$ cat src/rtl/agc_pkg.sv
// agc_pkg: opcode and sequencer-state encodings plus instruction-word field widths
package agc_pkg;
  typedef enum logic [2:0] {
    OP_TC, OP_CCS, OP_INDEX, OP_XCH, OP_CS, OP_TS, OP_AD, OP_MASK
  } op_e;
  typedef enum logic [2:0] {
    S_HALT, S_FETCH, S_OPRD, S_EXEC, S_OPWR, S_RETIRE
  } state_e;
  localparam int OP_W = 3;
  localparam int SIGN_GAP = 1;
endpackage

$ cat src/rtl/agc_mem_if.sv
// agc_mem_if: variable-latency req/ack memory port between sequencer and memory
interface agc_mem_if #(parameter int WORD_W = 16, parameter int ADDR_W = 12);
  logic mem_req, mem_we, mem_ack;
  logic [ADDR_W-1:0] mem_addr;
  logic [WORD_W-1:0] mem_wdata, mem_rdata;
  modport master(output mem_req, mem_we, mem_addr, mem_wdata, input mem_rdata, mem_ack);
  modport slave(input mem_req, mem_we, mem_addr, mem_wdata, output mem_rdata, mem_ack);
endinterface

$ cat src/rtl/agc_ones_alu.sv
// agc_ones_alu: ones-complement add, magnitude-minus-one, negate and mask on X/Y
module agc_ones_alu #(parameter int W = 16) (
  input  logic [W-1:0] x_i,
  input  logic [W-1:0] y_i,
  output logic [W-1:0] sum_o,
  output logic         ovf_o,
  output logic [W-1:0] dabs_o,
  output logic [W-1:0] neg_o,
  output logic [W-1:0] and_o
);
  logic [W:0] raw;
  assign raw    = {1'b0, x_i} + {1'b0, y_i};
  assign sum_o  = raw[W-1:0] + W'(raw[W]);
  assign ovf_o  = (x_i[W-1] == y_i[W-1]) && (sum_o[W-1] != x_i[W-1]);
  assign dabs_o = (y_i[W-1] ? ~y_i : y_i) - W'(1);
  assign neg_o  = ~y_i;
  assign and_o  = x_i & y_i;
endmodule

$ cat src/rtl/agc_microseq.sv
// agc_microseq: AGC fetch/operand/execute/write sequencer with A/Z/Q/B/G registers
module agc_microseq
  import agc_pkg::*;
#(
  parameter int WORD_W = 16,
  parameter int ADDR_W = 12,
  parameter logic [ADDR_W-1:0] RESET_PC = 'h800
) (
  input  logic              clk,
  input  logic              rst_n,
  input  logic              run,
  agc_mem_if.master         mem,
  output logic [WORD_W-1:0] reg_a,
  output logic [ADDR_W-1:0] reg_z,
  output logic [WORD_W-1:0] reg_q,
  output logic              overflow,
  output logic              instr_done,
  output logic              halted
);
  state_e state_q, state_d;
  logic [WORD_W-1:0] a_q, a_d, q_q, q_d, b_q, b_d, g_q, g_d, idx_q, idx_d;
  logic [ADDR_W-1:0] z_q, z_d, k;
  logic ovf_q, ovf_d;
  logic [WORD_W-1:0] alu_x, alu_y, alu_sum, alu_dabs, alu_neg, alu_and;
  logic alu_ovf, fetching, g_pz, g_nz, b_unused;
  logic [1:0] ccs_adv;
  op_e op, fetched_op;
  assign op         = op_e'(b_q[WORD_W-1-SIGN_GAP -: OP_W]);
  assign fetched_op = op_e'(alu_sum[WORD_W-1-SIGN_GAP -: OP_W]);
  assign k          = b_q[ADDR_W-1:0];
  assign b_unused   = b_q[WORD_W-1];
  assign fetching   = state_q == S_FETCH;
  // the ALU adds the pending index to the fetched word during FETCH, otherwise works on A and G
  assign alu_x = fetching ? mem.mem_rdata : a_q;
  assign alu_y = fetching ? idx_q : g_q;
  agc_ones_alu #(.W(WORD_W)) u_alu (
    .x_i(alu_x), .y_i(alu_y), .sum_o(alu_sum), .ovf_o(alu_ovf),
    .dabs_o(alu_dabs), .neg_o(alu_neg), .and_o(alu_and)
  );
  assign g_pz    = ~|g_q;
  assign g_nz    = &g_q;
  assign ccs_adv = g_q[WORD_W-1] ? (g_nz ? 2'd3 : 2'd2) : (g_pz ? 2'd1 : 2'd0);
  assign mem.mem_req   = state_q inside {S_FETCH, S_OPRD, S_OPWR};
  assign mem.mem_we    = state_q == S_OPWR;
  assign mem.mem_addr  = fetching ? z_q : k;
  assign mem.mem_wdata = a_q;
  assign reg_a      = a_q;
  assign reg_z      = z_q;
  assign reg_q      = q_q;
  assign overflow   = ovf_q;
  assign instr_done = state_q == S_RETIRE;
  assign halted     = state_q == S_HALT;
  // next-state and register updates; XCH loads A only once the old A has been written out
  always_comb begin
    state_d = state_q;
    a_d = a_q;
    z_d = z_q;
    q_d = q_q;
    b_d = b_q;
    g_d = g_q;
    idx_d = idx_q;
    ovf_d = ovf_q;
    case (state_q)
      S_HALT: state_d = run ? S_FETCH : S_HALT;
      S_FETCH: if (mem.mem_ack) begin
        b_d = alu_sum;
        idx_d = '0;
        z_d = z_q + ADDR_W'(1);
        state_d = fetched_op == OP_TC ? S_EXEC : S_OPRD;
      end
      S_OPRD: if (mem.mem_ack) begin
        g_d = mem.mem_rdata;
        state_d = S_EXEC;
      end
      S_EXEC: begin
        case (op)
          OP_TC: begin
            q_d = WORD_W'(z_q);
            z_d = k;
          end
          OP_CCS: begin
            a_d = (g_pz | g_nz) ? '0 : alu_dabs;
            z_d = z_q + ADDR_W'(ccs_adv);
          end
          OP_INDEX: idx_d = g_q;
          OP_XCH: a_d = a_q;
          OP_CS: a_d = alu_neg;
          OP_TS: if (ovf_q) begin
            z_d = z_q + ADDR_W'(1);
            ovf_d = 1'b0;
          end
          OP_AD: begin
            a_d = alu_sum;
            ovf_d = ovf_q | alu_ovf;
          end
          OP_MASK: a_d = alu_and;
          default: a_d = a_q;
        endcase
        state_d = (op == OP_XCH || op == OP_TS) ? S_OPWR : S_RETIRE;
      end
      S_OPWR: if (mem.mem_ack) begin
        a_d = op == OP_XCH ? g_q : a_q;
        state_d = S_RETIRE;
      end
      S_RETIRE: state_d = run ? S_FETCH : S_HALT;
      default: state_d = S_HALT;
    endcase
  end
  // state and register file; reset aborts any in-flight access by returning to HALT
  always_ff @(posedge clk or negedge rst_n) begin
    if (!rst_n) begin
      state_q <= S_HALT;
      a_q <= '0;
      z_q <= RESET_PC;
      q_q <= '0;
      b_q <= '0;
      g_q <= '0;
      idx_q <= '0;
      ovf_q <= 1'b0;
    end else begin
      state_q <= state_d;
      a_q <= a_d;
      z_q <= z_d;
      q_q <= q_d;
      b_q <= b_d;
      g_q <= g_d;
      idx_q <= idx_d;
      ovf_q <= ovf_d;
    end
  end
endmodule

$ cat src/flat_wrapper.sv
// flat-port wrapper written by rule: the top's interface ports become plain ports
module agc_microseq_flat import agc_pkg::*;
#(
  parameter int WORD_W = 16,
  parameter int ADDR_W = 12,
  parameter logic [ADDR_W-1:0] RESET_PC = 'h800
)
  (clk, rst_n, run, reg_a, reg_z, reg_q, overflow, instr_done, halted, mem_mem_req, mem_mem_we, mem_mem_addr, mem_mem_wdata, mem_mem_rdata, mem_mem_ack);
  agc_mem_if #(.WORD_W(WORD_W), .ADDR_W(ADDR_W)) mem_i ();
  input  logic clk;
  input  logic rst_n;
  input  logic run;
  output logic [WORD_W-1:0] reg_a;
  output logic [ADDR_W-1:0] reg_z;
  output logic [WORD_W-1:0] reg_q;
  output logic overflow;
  output logic instr_done;
  output logic halted;
  output wire logic [$bits(mem_i.mem_req)-1:0] mem_mem_req;
  output wire logic [$bits(mem_i.mem_we)-1:0] mem_mem_we;
  output wire logic [$bits(mem_i.mem_addr)-1:0] mem_mem_addr;
  output wire logic [$bits(mem_i.mem_wdata)-1:0] mem_mem_wdata;
  input wire logic [$bits(mem_i.mem_rdata)-1:0] mem_mem_rdata;
  input wire logic [$bits(mem_i.mem_ack)-1:0] mem_mem_ack;
  assign mem_mem_req = mem_i.mem_req;
  assign mem_mem_we = mem_i.mem_we;
  assign mem_mem_addr = mem_i.mem_addr;
  assign mem_mem_wdata = mem_i.mem_wdata;
  assign mem_i.mem_rdata = mem_mem_rdata;
  assign mem_i.mem_ack = mem_mem_ack;
  agc_microseq #(.WORD_W(WORD_W), .ADDR_W(ADDR_W), .RESET_PC(RESET_PC)) u_core (.clk(clk), .rst_n(rst_n), .run(run), .mem(mem_i), .reg_a(reg_a), .reg_z(reg_z), .reg_q(reg_q), .overflow(overflow), .instr_done(instr_done), .halted(halted));
endmodule
$ cat config.mk
export PLATFORM = sky130hd
export DESIGN_NAME = agc_microseq_flat
export DESIGN_NICKNAME = d
export VERILOG_FILES = /design/src/rtl/agc_pkg.sv /design/src/rtl/agc_mem_if.sv /design/src/rtl/agc_ones_alu.sv /design/src/rtl/agc_microseq.sv /design/src/flat_wrapper.sv
export SDC_FILE = /design/constraint.sdc
export NUM_CORES = 1
export LEC_CHECK = 0
export CAP_MARGIN = 25
export CORE_MARGIN = 10
export CORE_UTILIZATION = 56
export DETAILED_ROUTE_END_ITERATION = 10
export HOLD_SLACK_MARGIN = 0.03
export PLACE_DENSITY = 0.86
export SYNTH_ARGS = -nofsm -noshare
export SYNTH_HDL_FRONTEND = slang
export SYNTH_SLANG_ARGS = --single-unit
$ cat constraint.sdc
create_clock -name clk -period 8 [get_ports clk]
set_input_delay 1.2 -clock clk [delete_from_list [all_inputs] [get_ports clk]]
set_output_delay 1.2 -clock clk [all_outputs]
set_load 0.05 [all_outputs]
## Yosys cells after proc, flatten, opt, wreduce, memory -nomap -nowiden

Index checks and enable logic that the tools add are counted.
Widths: inputs -> output; s select.

| word-level totals | value |
|---|---|
| bits in registers | 91 |
| bits of input ports | 20 |
| output and inout port bits | 77 |

| operators by class | value |
|---|---|
| $add $sub $neg | 5 |
| equal/unequal tests | 22 |
| mux-type cells | 27 |
| bitwise operators | 4 |
| reduce and logical (&&, ||, !) cells | 21 |

Operator list:

| kind | count |
|---|---|
| $mux 16 | 8 |
| $pmux 16 s2 | 2 |
| $pmux 16 s4 | 1 |
| $mux 12 | 3 |
| $pmux 12 s3 | 1 |
| $pmux 12 s2 | 1 |
| $eq 3x3->1 const B | 6 |
| $add 16x16->17 | 1 |
| $add 16x1->16 | 1 |
| $and 16x16->16 | 1 |
| $not 16->16 | 1 |
| $reduce_and 16->1 | 1 |
| $reduce_or 16->1 | 1 |
| $sub 16x1->16 const B | 1 |
| $pmux 3 s5 | 1 |
| $add 12x1->12 const B | 1 |
| $add 12x2->12 | 1 |
| $eq 3x2->1 const B | 4 |
| $logic_not 3->1 | 3 |
| $mux 3 | 3 |
| $reduce_and 2->1 | 4 |
| $reduce_and 4->1 | 2 |
| $eq 3x1->1 const B | 2 |
| $ne 2x2->1 const B | 3 |
| 17 further kinds | 26 |

## Logic depth before layout (Yosys ltp)

| depth | value |
|---|---|
| depth in word-level cells | 8 |
| gate-level depth with buffers | 25 |
| gate-level depth less buffers | 21 |

## Cells and area by module

Synthesis repeated with hierarchy kept, for this count alone.

| second synthesis, totals | value |
|---|---|
| cell total of the unflattened synthesis | 856 |
| area, all modules | 7668.6 um^2 |

Modules (own cells, without submodules):

| module | times used | cells an instance | area an instance (um^2) | sequential area each (um^2) |
|---|---|---|---|---|
| agc_microseq | 1 | 623 | 6047.0 | 2278.4 |
| agc_ones_alu | 1 | 233 | 1621.6 | 0.0 |

## Worst setup path after synthesis

Ideal clock, no wire load.

| path | value |
|---|---|
| kind | flip-flop to flip-flop |
| start | register u_core.state_q[2] |
| end | register u_core.a_q[15] (netlist: u_core.mem.mem_wdata[15]) |
| data arrival time | 5765 ps |
| path slack | 2119 ps |
| cell stages (with the launch flop) | 24 |
| clock period less this slack | 5881 ps |
| cell sequence | dfrtp_1 > buf_2 > nor3b_2 > buf_6 > buf_2 > clkbuf_1 > buf_1 > mux2_2 > ha_1 > fa_1 > a21o_1 > a221oi_1 > o311a_1 > o21bai_1 > a21oi_1 > o21ai_0 > a21o_1 > ha_1 > and3_1 > nand3_1 > nor4_1 > and3_1 > a311o_1 > o311ai_0 |

| on the way | value |
|---|---|
| cells in the longest elaborated chain, start to end | 8 |
| elaborated cells on any way between the ends | 19 |
| those cells by class | add/sub: 3; eq/ne: 6; mux: 6; bitwise: 2; reduce/logical: 2 |

Ends and longest elaborated chain:

| item | RTL line | text |
|---|---|---|
| from (decl) | agc_microseq.sv:20 | `state_e state_q, state_d;` |
| from (signal assigned) | agc_microseq.sv:121 | `state_q <= state_d;` |
| parallel branches: the longest is 8 deep, another holds $add 16x16->17 | -- |  |
| to (signal assigned) | agc_microseq.sv:113 | `a_q <= '0;` |
| to (signal assigned) | agc_microseq.sv:122 | `a_q <= a_d;` |
| to (decl) | agc_microseq.sv:21 | `logic [WORD_W-1:0] a_q, a_d, q_q, q_d, b_q, b_d, g_q, g_d, idx_q, idx_d;` |

Parallel ways; which one is timed is not known.
A chain may end at the register's enable or synchronous reset.

## Worst setup path in the final report

| path | value |
|---|---|
| start | register u_core.state_q[0] |
| end | register u_core.a_q[15] (netlist: u_core.mem.mem_wdata[15]) |

Same word-level chain as after synthesis.

==> flow_summary.toml <==
[timing]
worstMarginPinSlew_ns = 1.01
clock_skew_ns = 0.0122
finalSetupViolations = 0
rsz0062_at_grt = "false"
slew_violations = 0
hold_violations = 0
fin_crit_ns = 6.62
period_share_pct = 82.8
slew_headroom_pct = 32.9
fmax_mhz = 151
setup-tns-final_ns = 0

[yosys]
ys_types = 68
ys_seq_area_share_pct = 32.0
yosys-top-cells-area = "dfrtp_1 (32%), mux2_2 (11%), nand2_1 (4.9%)"
synthFlopType = "dfrtp_1"
syn-mean-instance-area_um2 = 8.60
synth_area_leader_cell = "dfrtp_1"
synth-edff-count = 0
ys_warn_count = 0
ys_seq_elements = 91
synthArstFlopShare_pct = 100
netlist_instances = 829
synth_area_um2 = 7130
synth_top_area_share_pct = 31.6

[finish]
layout-drive-gt1-share_pct = 12.0
multi_input_area_um2 = 4430
nFillCells = 999
regArea_um2 = 2280
final_cell_mix = "nand2_1 (93), clkdlybuf4s50_1 (91), dfrtp_1 (90)"
layout.nets = 924
diodes = 0
area_growth_pct = 17.0
layout_commonest_cell = "nand2_1"

[clocking]
cts_tree = "yes"
cts_sinks = 91
cts_setup_buffers = 0
cts_buffers = 9
root_buffer = "clkbuf_16"
clk_pin_slew_ns = 0.06
holdBufCountCts = 0
cts_max_level = 3
post_cts_resized = 0
cts_buffer_depth = 2
clkLatencyLatePin_ns = 0.36

[worst_setup_path]
arrival_ns = 6.84
critPathCaptureType = "flip-flop"
rrSetupSlack_ns = 1.38
reg2reg_to = "u_core.mem.mem_wdata[15]"
worstPathRequired_ns = 8.22
reg2regPathDepth = 20
path_max_fanout = 31
startpoint_type = "flip-flop"
crit_type = "reg2reg"
r2r_start = "u_core.state_q[0]"

[floorplanning]
coreArea_um2 = 12600
rows = 41
die_h_um = 133
start_util_pct = 56.7
fp.dieW_um = 133
pin_count = 97
die-area_um2 = 17600

[drt]
dr.pass1.iters = 9
wl_per_cell_um = 20.8
num_vias = 6839
drt_iter0_markers = 862
ant_nets = 0
vias_per_cell = 6.48
wl_um = 22000
drc = 0

[hold_path]
hp-start = "u_core.idx_q[9]"
whs_path_depth = 2
min_to = "u_core.idx_q[9]"
hold_class = "reg2reg"

[place]
place_congestion = 1.00
hpwl_um = 16100
io_buffers = 92

[outcome]
run_status = "finished, final reports clean"

[grt]
grt_usage_pct = 24.2
globalRouteOverflowTotal = 0
antenna_found_initial = 0
grt_pass1_wl_um = 34800
first_global_vias = 6395
grt_max_degree = 77

[job]
drv_cap = 0
[cell usage after synthesis, types with 12 or more instances]
library cell and n:
nand2_1 93, dfrtp_1 90, mux2_2 68, o21ai_0 68, a21oi_1 52, nor2_1 48
clkbuf_1 38, xnor2_1 31, inv_1 24, ha_1 22, buf_4 21, nand3_1 18
nor3_1 18, mux2i_1 17, a22o_1 13, o22ai_1 13, a21o_1 12
[registers in the layout (all words and copies together) (netlist names)]
| register | count |
|---|---|
| u_core.g_q | 16 |
| u_core.reg_q | 12 |
| u_core.mem.mem_wdata | 16 |
| u_core.idx_q | 16 |
| u_core.state_q | 3 |
| u_core.overflow | 1 |
| u_core.b_q | 15 |
| u_core.reg_z | 12 |
[per-stage QoR]
stage,cells,area [um^2],hold slack [ns],setup WS [ns],utilization [%]
3_5_place_dp,1039,8050,0.471,1.56,64.0
6_report,1055,8340,0.481,1.38,66.4
3_3_place_gp,1038,8040,0.465,1.88,64.0
5_1_grt,1055,8340,0.519,0.926,66.4
2_1_floorplan,832,7140,0.444,2.12,-
4_1_cts,1053,8300,0.484,1.51,66.0
[area by class of cell]
class                           instances  area share [%]
Inverter                               26            1.17
Multi-Input combinational cell        645            53.1
Clock inverter                          3           0.210
Timing Repair Buffer                  107            12.8
Clock buffer                           11            2.79
Tap cell                              172            2.58
Sequential cell                        91            27.3
[per-layer routing]
metal  global-route usage, %  wire length [um]  up-vias
li1                        -                 -     3133
met1                    32.1              9090     3224
met2                    36.4              9840      413
met3                    6.13              2320       69
met4                    10.3               710        0
met5                       0                 0        -
[worst max-delay path, cell delays in order (launching register included)]
cell      delay, ns
dfrtp_1        0.52
nor3b_4        0.81
buf_12         0.30
mux2i_1        0.40
clkinv_1       0.29
ha_1           0.45
and3_1         0.18
a221oi_1       0.07
buf_4          0.18
o311a_1        0.32
o21bai_1       0.32
a21oi_1        0.18
o21ai_0        0.21
a21o_1         0.18
ha_1           0.14
and3_1         0.18
nand3_1        0.15
nor4_1         0.60
a41oi_1        0.21
a311o_1        0.36
o311ai_0       0.41
[how the worst max path moves through the flow]
| stage | slack [ns] | endpoint | startpoint | cells past startpoint |
|---|---|---|---|---|
| CTS | 1.51 | u_core.mem.mem_wdata[15] | u_core.state_q[1] | 20 |
| finish | 1.38 | u_core.mem.mem_wdata[15] | u_core.state_q[0] | 20 |
| global placement | 1.88 | u_core.mem.mem_wdata[15] | u_core.state_q[0] | 20 |
| global route | 0.93 | u_core.mem.mem_wdata[15] | u_core.state_q[1] | 20 |
| floorplan | 2.12 | u_core.mem.mem_wdata[15] | u_core.state_q[2] | 23 |
| detailed placement | 1.56 | u_core.mem.mem_wdata[15] | u_core.state_q[0] | 20 |
[logic make-up (layout without fill, tap and decap cells)]
logic type	Yosys count	after routing	share of synthesized area (%)
other cells	1	4	0.0526
fa+ha+maj	24	24	4.42
xor+xnor	40	40	4.91
simple gates	249	249	16.7
compound gates	241	241	22.1
mux	87	87	13.5
flops	91	91	32.0
buf+inv	96	147	6.30
Power is not shown: default switching activity piles up to over one toggle a cycle in this logic, so the estimate is an artifact.
